--- src/rtl/pedal_sensor_cond.sv ---
// rtl/pedal_sensor_cond.sv - crank cadence debounce/window count and exponential torque average
module pedal_sensor_cond #(
    parameter bit FAST_SIM = 1'b0
) (
    input  logic        clk,
    input  logic        rst_n,
    input  logic        cadence_raw,
    input  logic [11:0] torque,
    input  logic        torque_vld,
    output logic [11:0] avg_torque,
    output logic [4:0]  cadence,
    output logic        not_pedaling
);

    localparam int WIN_W = FAST_SIM ? 12 : 22;
    localparam logic [WIN_W-1:0] WIN_INC = {{(WIN_W-1){1'b0}}, 1'b1};

    logic             sync0_q, sync1_q;
    logic             cad_filt_q, cad_filt_d;
    logic [3:0]       db_cnt_q, db_cnt_d;
    logic [4:0]       edge_cnt_q, edge_cnt_d;
    logic [WIN_W-1:0] win_cnt_q, win_cnt_d;
    logic [4:0]       cadence_q, cadence_d;
    logic             not_ped_q, not_ped_d;
    logic [16:0]      accum_q, accum_d;

    logic             mismatch, db_done, rise, win_tc;
    logic [4:0]       edge_inc;

    always_comb begin
        mismatch   = sync1_q ^ cad_filt_q;
        db_done    = mismatch && (db_cnt_q == 4'hF);
        cad_filt_d = db_done ? sync1_q : cad_filt_q;
        db_cnt_d   = (mismatch && !db_done) ? db_cnt_q + 4'd1 : 4'd0;
        rise       = db_done && sync1_q;
        edge_inc   = (rise && (edge_cnt_q != 5'd31)) ? edge_cnt_q + 5'd1 : edge_cnt_q;

        // An edge landing on terminal count is folded into the closing window only.
        win_tc     = &win_cnt_q;
        win_cnt_d  = win_cnt_q + WIN_INC;
        edge_cnt_d = win_tc ? 5'd0 : edge_inc;
        cadence_d  = win_tc ? edge_inc : cadence_q;
        not_ped_d  = win_tc ? (edge_inc < 5'd2) : not_ped_q;

        accum_d = accum_q;
        if (torque_vld) begin
            accum_d = accum_q - {5'd0, accum_q[16:5]} + {5'd0, torque};
        end
    end

    always_ff @(posedge clk or negedge rst_n) begin
        if (!rst_n) begin
            sync0_q    <= 1'b0;
            sync1_q    <= 1'b0;
            cad_filt_q <= 1'b0;
            db_cnt_q   <= 4'd0;
            edge_cnt_q <= 5'd0;
            win_cnt_q  <= '0;
            cadence_q  <= 5'd0;
            not_ped_q  <= 1'b1;
            accum_q    <= 17'd0;
        end else begin
            sync0_q    <= cadence_raw;
            sync1_q    <= sync0_q;
            cad_filt_q <= cad_filt_d;
            db_cnt_q   <= db_cnt_d;
            edge_cnt_q <= edge_cnt_d;
            win_cnt_q  <= win_cnt_d;
            cadence_q  <= cadence_d;
            not_ped_q  <= not_ped_d;
            accum_q    <= accum_d;
        end
    end

    assign avg_torque   = accum_q[16:5];
    assign cadence      = cadence_q;
    assign not_pedaling = not_ped_q;

endmodule

--- config.mk ---
export PLATFORM = sky130hd
export DESIGN_NAME = pedal_sensor_cond
export DESIGN_NICKNAME = d
export VERILOG_FILES = /design/src/rtl/pedal_sensor_cond.sv
export SDC_FILE = /design/constraint.sdc
export NUM_CORES = 1
export LEC_CHECK = 0
export ABC_AREA = 1
export CORE_MARGIN = 10
export CORE_UTILIZATION = 40
export DETAILED_ROUTE_END_ITERATION = 12
export PLACE_DENSITY = 0.58
export SETUP_SLACK_MARGIN = 0.2
export SLEW_MARGIN = 20
export SYNTH_ARGS = -nofsm -noshare
export SYNTH_HDL_FRONTEND = slang
export SYNTH_SLANG_ARGS = --single-unit
--- constraint.sdc ---
create_clock -name clk -period 2.9 [get_ports clk]
set_input_delay 0.435 -clock clk [delete_from_list [all_inputs] [get_ports clk]]
set_output_delay 0.435 -clock clk [all_outputs]
set_load 0.03 [all_outputs]
==> results of run 1 <==
power by group through the flow:
stage	Sequential, uW	Combinational (uW)	Clock [uW]
floorplan	1050	2840	0
global placement	1100	3490	0
detailed placement	1100	3570	0
CTS	1080	3590	782
global route	1100	4160	813
finish	1080	3540	752
routing by layer:
metal | track usage, % | share of wire (%)
met4 | 3.89 | 0.65
met2 | 18.9 | 47
met1 | 15.4 | 49
met3 | 2.03 | 3.1
met5 | 0 | 0
flip-flops by register name (all words and copies together) (netlist names):
register and count:
cadence 5, sync0_q 1, accum_q 17, sync1_q 1, cad_filt_q 1, win_cnt_q 22
db_cnt_q 4, not_pedaling 1, edge_cnt_q 5
cells in the mapped netlist, types with 7 or more instances:
| library cell | count |
|---|---|
| a21oi_1 | 10 |
| buf_4 | 12 |
| dfrtp_1 | 56 |
| fa_1 | 12 |
| ha_1 | 21 |
| inv_1 | 111 |
| nand2_1 | 158 |
| nand3_1 | 26 |
| nor2_1 | 29 |
| nor3_1 | 7 |
| o21ai_0 | 7 |
| xnor2_1 | 10 |
| xor2_1 | 16 |
layout make-up:
cell class | instances | area share [%]
inverters | 117 | 9.70
repair buffers | 36 | 7.68
clock inverters | 6 | 1.46
well taps | 133 | 3.68
clock buffers | 10 | 3.04
multi-input cells | 333 | 42.9
flip-flops and latches | 57 | 31.5
worst max path at each step:
stage | start | endpoint | slack (ns) | depth (start not counted)
floorplan | torque[1] | accum_q[6] | 0.68 | 11
global placement | torque[1] | accum_q[16] | 0.11 | 13
detailed placement | torque[1] | accum_q[6] | 0.07 | 12
CTS | torque[1] | accum_q[6] | 0.41 | 12
global route | torque[1] | accum_q[6] | 0.22 | 12
finish | torque[1] | accum_q[6] | 0.40 | 12
through the flow:
stage | std cells | util [%] | worst slack [ns] | total power (uW) | area (um2)
final | 692 | 47.0 | 0.403 | 5370 | 4530
after global routing | 692 | 47.0 | 0.215 | 6070 | 4530
after CTS | 692 | 47.0 | 0.413 | 5450 | 4530
after detailed placement | 676 | 44.8 | 0.0680 | 4670 | 4320
after global placement | 676 | 44.8 | 0.107 | 4590 | 4320
after floorplan | 523 | - | 0.680 | 3880 | 3920
logic make-up (layout without fill, tap and decap cells):
| logic type | after synthesis | after routing | share of synthesized area, % |
|---|---|---|---|
| and+or+nand+nor | 247 | 247 | 27.1 |
| AOI/OAI and AO/OA | 27 | 27 | 3.83 |
| buffers and inverters | 133 | 169 | 14.1 |
| xor gates and xnor gates | 26 | 26 | 5.81 |
| DFF | 57 | 57 | 36.4 |
| adders and majority gates | 33 | 33 | 12.8 |
worst max-delay path: cells and delay by family:
family	cells	cell delay (ns)
adder cells (fa/ha/maj)	2	0.97
AND/OR/NAND/NOR	6	0.64
buffers and inverters	3	0.59
AO/OA/AOI/OAI	1	0.06
==> qor.yml, run 1 <==
max_freq_mhz: 400
final_common_cell: "nand2_1"
startpoint_type: "primary input"
n_antenna_cell: 0
core_area_um2: 9640
path_cells: "clkdlybuf4s50_1 > inv_1 > fa_1 > inv_1 > fa_1 > nand2_1 > nand2_1 > nand3b_1 > nand2_1 > or2_0 > nand3_1 > o21ai_1"
cts_resized: 0
path_common_cell: "nand2_1"
clkSlewWorstSetupHoldPaths_ns: 0.07
p_int_uw: 2680
ant_nets: 0
grt_max_degree: 35
pwr-share-seq_pct: 20.1
timing.max_slew.rel_slack_pct: 47.7
cap_viol_max_count: 0
wirelength_um: 7840
synth_area_leader_cell: "dfrtp_1"
io_pins: 34
regArea_um2: 1430
clock_latency_ns: 0.32
swShare_pct: 50.1
grt_pass1_vias: 3043
synth_cells: 523
dr.pass1.iters: 4
port_buffers: 33
cellPowerDensity_nw_per_um2: 1190
gp_congestion: 0.843
crit_required_ns: 3.10
finalCriticalPeriod_ns: 2.50
syn_nets: 572
worst-r2r-setup-slack_ns: 0.58
tightest_slew_ns: 0.784
grt_pass1_wl_um: 13900
final_cell_mix: "158 x nand2_1, 111 x inv_1, 56 x dfrtp_1"
yosys_warnings: 0
worstSetupPathType: "in2reg"
synthArstFlopShare_pct: 100
synth_cell_type_count: 31
hold_viol: 0
timing.hold.ws_ns: 0.187
htree_levels: 3
clkPwrFrac_pct: 14.0
dp_hpwl_um: 6250
clockBufferDepth: 2
fin_crit_sh_pct: 86.1
fin_tns_setup_ns: 0
endpoint_kind: "register"
ys_top_cells_by_area: "dfrtp_1 36%, nand2_1 15%, inv_1 11%"
r2r_end: "accum_q[15]"
finalNetCount: 603
grt_usage_pct: 11.7
cts.root.buffer_cell: "clkbuf_8"
cpPeakStageDelay_ns: 0.54
grt_antenna_before_repair: 0
die_w_um: 119
netlist_area_um2: 3920
drc: 0
synth_top_area_share_pct: 35.7
synth_edf_count: 0
dr.first_iter.drc_count: 118
slowest_stage: "fa_1"
post_drt_wl_per_cell_um: 11.3
p_comb_share_pct: 65.9
switchingPower_uw: 2690
reg2reg_depth: 12
vdd_ir_drop_max_mv: 0.432
status: "finished clean"
hold_buffers: 0
drive_above_1_share_pct: 7.33
avgSynthCellArea_um2: 7.50
crit-reg2reg-launch: "accum_q[10]"
start_util_pct: 40.7
synthFlopType: "dfrtp_1"
crit_fanout: 4
vias: 3020
cts_made_buffers: 9
yosysSeqAreaShare_pct: 36.4
slew_viol_final: 0
yosys_register_bits: 57
clock-sinks: 57
crit_arrival_ns: 2.70
postCtsSetupRepairBufs: 0
multi_input_area_um2: 1940
p_leak_uw: 0.00250
fp.dieH_um: 119
cts_tree: "yes"
n_fill_cell: 990
min_path_type: "in2async"
rows: 36
overflow: 0
die_area_um2: 14200
syn_to_final_growth_pct: 15.4
rsz0062_at_grt: "no"
setup_viol: 0
via_per_inst: 4.36
clock_skew_ns: 0.00998
Power figures use the tool's default switching activity.
==> run 2, diff against run 1 <==
CORE_UTILIZATION = 53   (was 40)
PLACE_DENSITY = 0.73   (was 0.58)
==> qor.yml, run 2 (same netlist as run 1, synthesis figures left out) <==
pwr-share-seq_pct: 19.9  # was 20.1%
fp.dieH_um: 106  # was 119 um
vias: 3158  # was 3,020
tightest_slew_ns: 0.597  # was 0.784 ns
grt_max_degree: 48  # was 35
cts_made_buffers: 9  # unchanged
cts_tree: "yes"  # unchanged
port_buffers: 33  # unchanged
crit_required_ns: 3.12  # was 3.10 ns
crit_end: "accum_q[16]"  # was accum_q[6]
rsz0062_at_grt: "no"  # unchanged
cpPeakStageDelay_ns: 0.53  # was 0.54 ns
crit_fanout: 4  # unchanged
grt_pass1_vias: 3085  # was 3,043
crit_start: "torque[1]"  # unchanged
clkSlewWorstSetupHoldPaths_ns: 0.07  # about the same
n_fill_cell: 662  # was 990
clock_skew_ns: 0.0112  # was 0.00998 ns
final_cell_mix: "158 x nand2_1, 111 x inv_1, 56 x dfrtp_1"  # unchanged
post_drt_wl_per_cell_um: 12.0  # was 11.3 um
min_path_type: "reg2reg"  # was in2async
clkPwrFrac_pct: 15.1  # was 14.0%
rows: 31  # was 36
dp_slack_ns: 0.0562  # was 0.0680 ns
path_common_cell: "nand2_1"  # unchanged
timing.hold.ws_ns: 0.361  # was 0.187 ns
grt_usage_pct: 14.2  # was 11.7%
p_leak_uw: 0.00251  # was 0.00250 uW
largest_reg_flops: 22  # unchanged
endpoint_kind: "register"  # unchanged
worst-r2r-setup-slack_ns: 0.56  # was 0.58 ns
start_util_pct: 54.4  # was 40.7%
fin_tns_setup_ns: 0  # unchanged
dr.first_iter.drc_count: 146  # was 118
final_common_cell: "nand2_1"  # unchanged
drive_above_1_share_pct: 6.98  # was 7.33%
dr.pass1.iters: 7  # was 4
clock_latency_ns: 0.33  # was 0.32 ns
finalNetCount: 603  # unchanged
die_w_um: 106  # was 119 um
cellPowerDensity_nw_per_um2: 1210  # was 1190 nW/um2
vdd_ir_drop_max_mv: 0.655  # was 0.432 mV
crit_arrival_ns: 2.76  # was 2.70 ns
status: "finished clean"  # unchanged
postCtsSetupRepairBufs: 0  # unchanged
die_area_um2: 11200  # was 14,200 um2
grt_pass1_wl_um: 13400  # was 13,900 um
dp_hpwl_um: 6110  # was 6250 um
fin_crit_sh_pct: 87.6  # was 86.1%
core_area_um2: 7210  # was 9640 um2
ant_nets: 0  # unchanged
worstSetupPathType: "in2reg"  # unchanged
crit-reg2reg-launch: "accum_q[6]"  # was accum_q[10]
n_antenna_cell: 0  # unchanged
drc: 0  # unchanged
total_power_uw: 5450  # was 5370 uW
worst_slack_ns: 0.360  # was 0.403 ns
final_core_utilization_pct: 62.4  # was 47.0%
setup_viol: 0  # unchanged
via_per_inst: 4.80  # was 4.36
grt_antenna_before_repair: 0  # unchanged
cts.root.buffer_cell: "clkbuf_8"  # unchanged
r2r_end: "accum_q[16]"  # was accum_q[15]
switchingPower_uw: 2690  # about the same
p_comb_share_pct: 65.0  # was 65.9%
reg2reg_depth: 12  # unchanged
max_freq_mhz: 394  # was 400 MHz
syn_to_final_growth_pct: 14.9  # was 15.4%
wirelength_um: 7870  # was 7840 um
startpoint_type: "primary input"  # unchanged
hold_viol: 0  # unchanged
gp_congestion: 0.927  # was 0.843
clockBufferDepth: 2  # unchanged
finalCriticalPeriod_ns: 2.54  # was 2.50 ns
slowest_stage: "fa_1"  # unchanged
io_pins: 34  # unchanged
cap_viol_max_count: 0  # unchanged
swShare_pct: 49.4  # was 50.1%
slew_viol_final: 0  # unchanged
regMostFlops: "win_cnt_q"  # unchanged
clock-sinks: 57  # unchanged
top_regs: "win_cnt_q: 22 flops, accum_q: 17 flops"  # unchanged
htree_levels: 3  # unchanged
overflow: 0  # unchanged
path_cells: "clkdlybuf4s50_1 > inv_1 > fa_1 > inv_1 > fa_1 > nand2_1 > nand2_1 > nand3_1 > nand2_1 > nand2_1 > nand3_1 > nand3_1 > nand2_1"  # was clkdlybuf4s50_1 > inv_1 > fa_1 > inv_1 > fa_1 > nand2_1 > nand2_1 > nand3b_1 > nand2_1 > or2_0 > nand3_1 > o21ai_1
p_int_uw: 2760  # was 2680 uW
timing.max_slew.rel_slack_pct: 60.2  # was 47.7%
[run 2: changes by cell type in the layout (fill, tap and decap cells not counted), sizes merged]
cell and change:
buf -1, bufinv +1, clkbuf +1, clkinvlp -1
dlygate4sd3 +1, inv -1
[run 2: metal layers]
| layer | global-route usage (%) | part of all wire [%] |
|---|---|---|
| met4 | 3.77 | 0.75 |
| met2 | 24.5 | 48 |
| met3 | 4.47 | 4.6 |
| met5 | 0 | 0 |
| met1 | 16.8 | 46 |
[run 2: worst max-delay path: cells and delay by family]
kind / cells / cell delay [ns]
adder cells (fa/ha/maj): 2 / 0.96
buffers and inverters: 3 / 0.58
AND/OR/NAND/NOR: 8 / 0.78
[run 2: area by class of cell]
class / count / area [um2] / area share, %
clock buffers: 11 / 141 / 3.14
clock inverters: 5 / 80.1 / 1.78
inverters: 117 / 439 / 9.75
multi-input cells: 333 / 1940 / 43.1
flip-flops and latches: 57 / 1430 / 31.7
well taps: 99 / 124 / 2.75
repair buffers: 36 / 350 / 7.78
[run 2: worst min-delay path by stage]
stage	slack (ns)	from	endpoint	cells past startpoint
2_1_floorplan	0.14	rst_n	accum_q[0]	0
3_3_place_gp	0.33	rst_n	accum_q[15]	1
3_5_place_dp	0.34	rst_n	accum_q[15]	1
4_1_cts	0.37	sync0_q	sync1_q	0
5_1_grt	0.37	sync0_q	sync1_q	0
6_report	0.36	sync0_q	sync1_q	0
[run 2: what timing repair did]
action	in CTS	in global routing
endpoints found under the setup margin	0	0
hold buffers	1	0
hold endpoints to repair	10	0
resized for setup	0	0
[run 2: stage by stage]
step | cell area [um2] | cells
3_5_place_dp | 4270 | 641
2_1_floorplan | 3920 | 523
5_1_grt | 4500 | 658
4_1_cts | 4500 | 658
6_report | 4500 | 658
3_3_place_gp | 4270 | 641
[run 2: power by group through the flow]
stage	logic, uW	registers (uW)	clock network, uW
3_5_place_dp	3520	1100	0
5_1_grt	4100	1100	879
2_1_floorplan	2840	1050	0
6_report	3550	1080	824
3_3_place_gp	3410	1100	0
4_1_cts	3560	1080	843
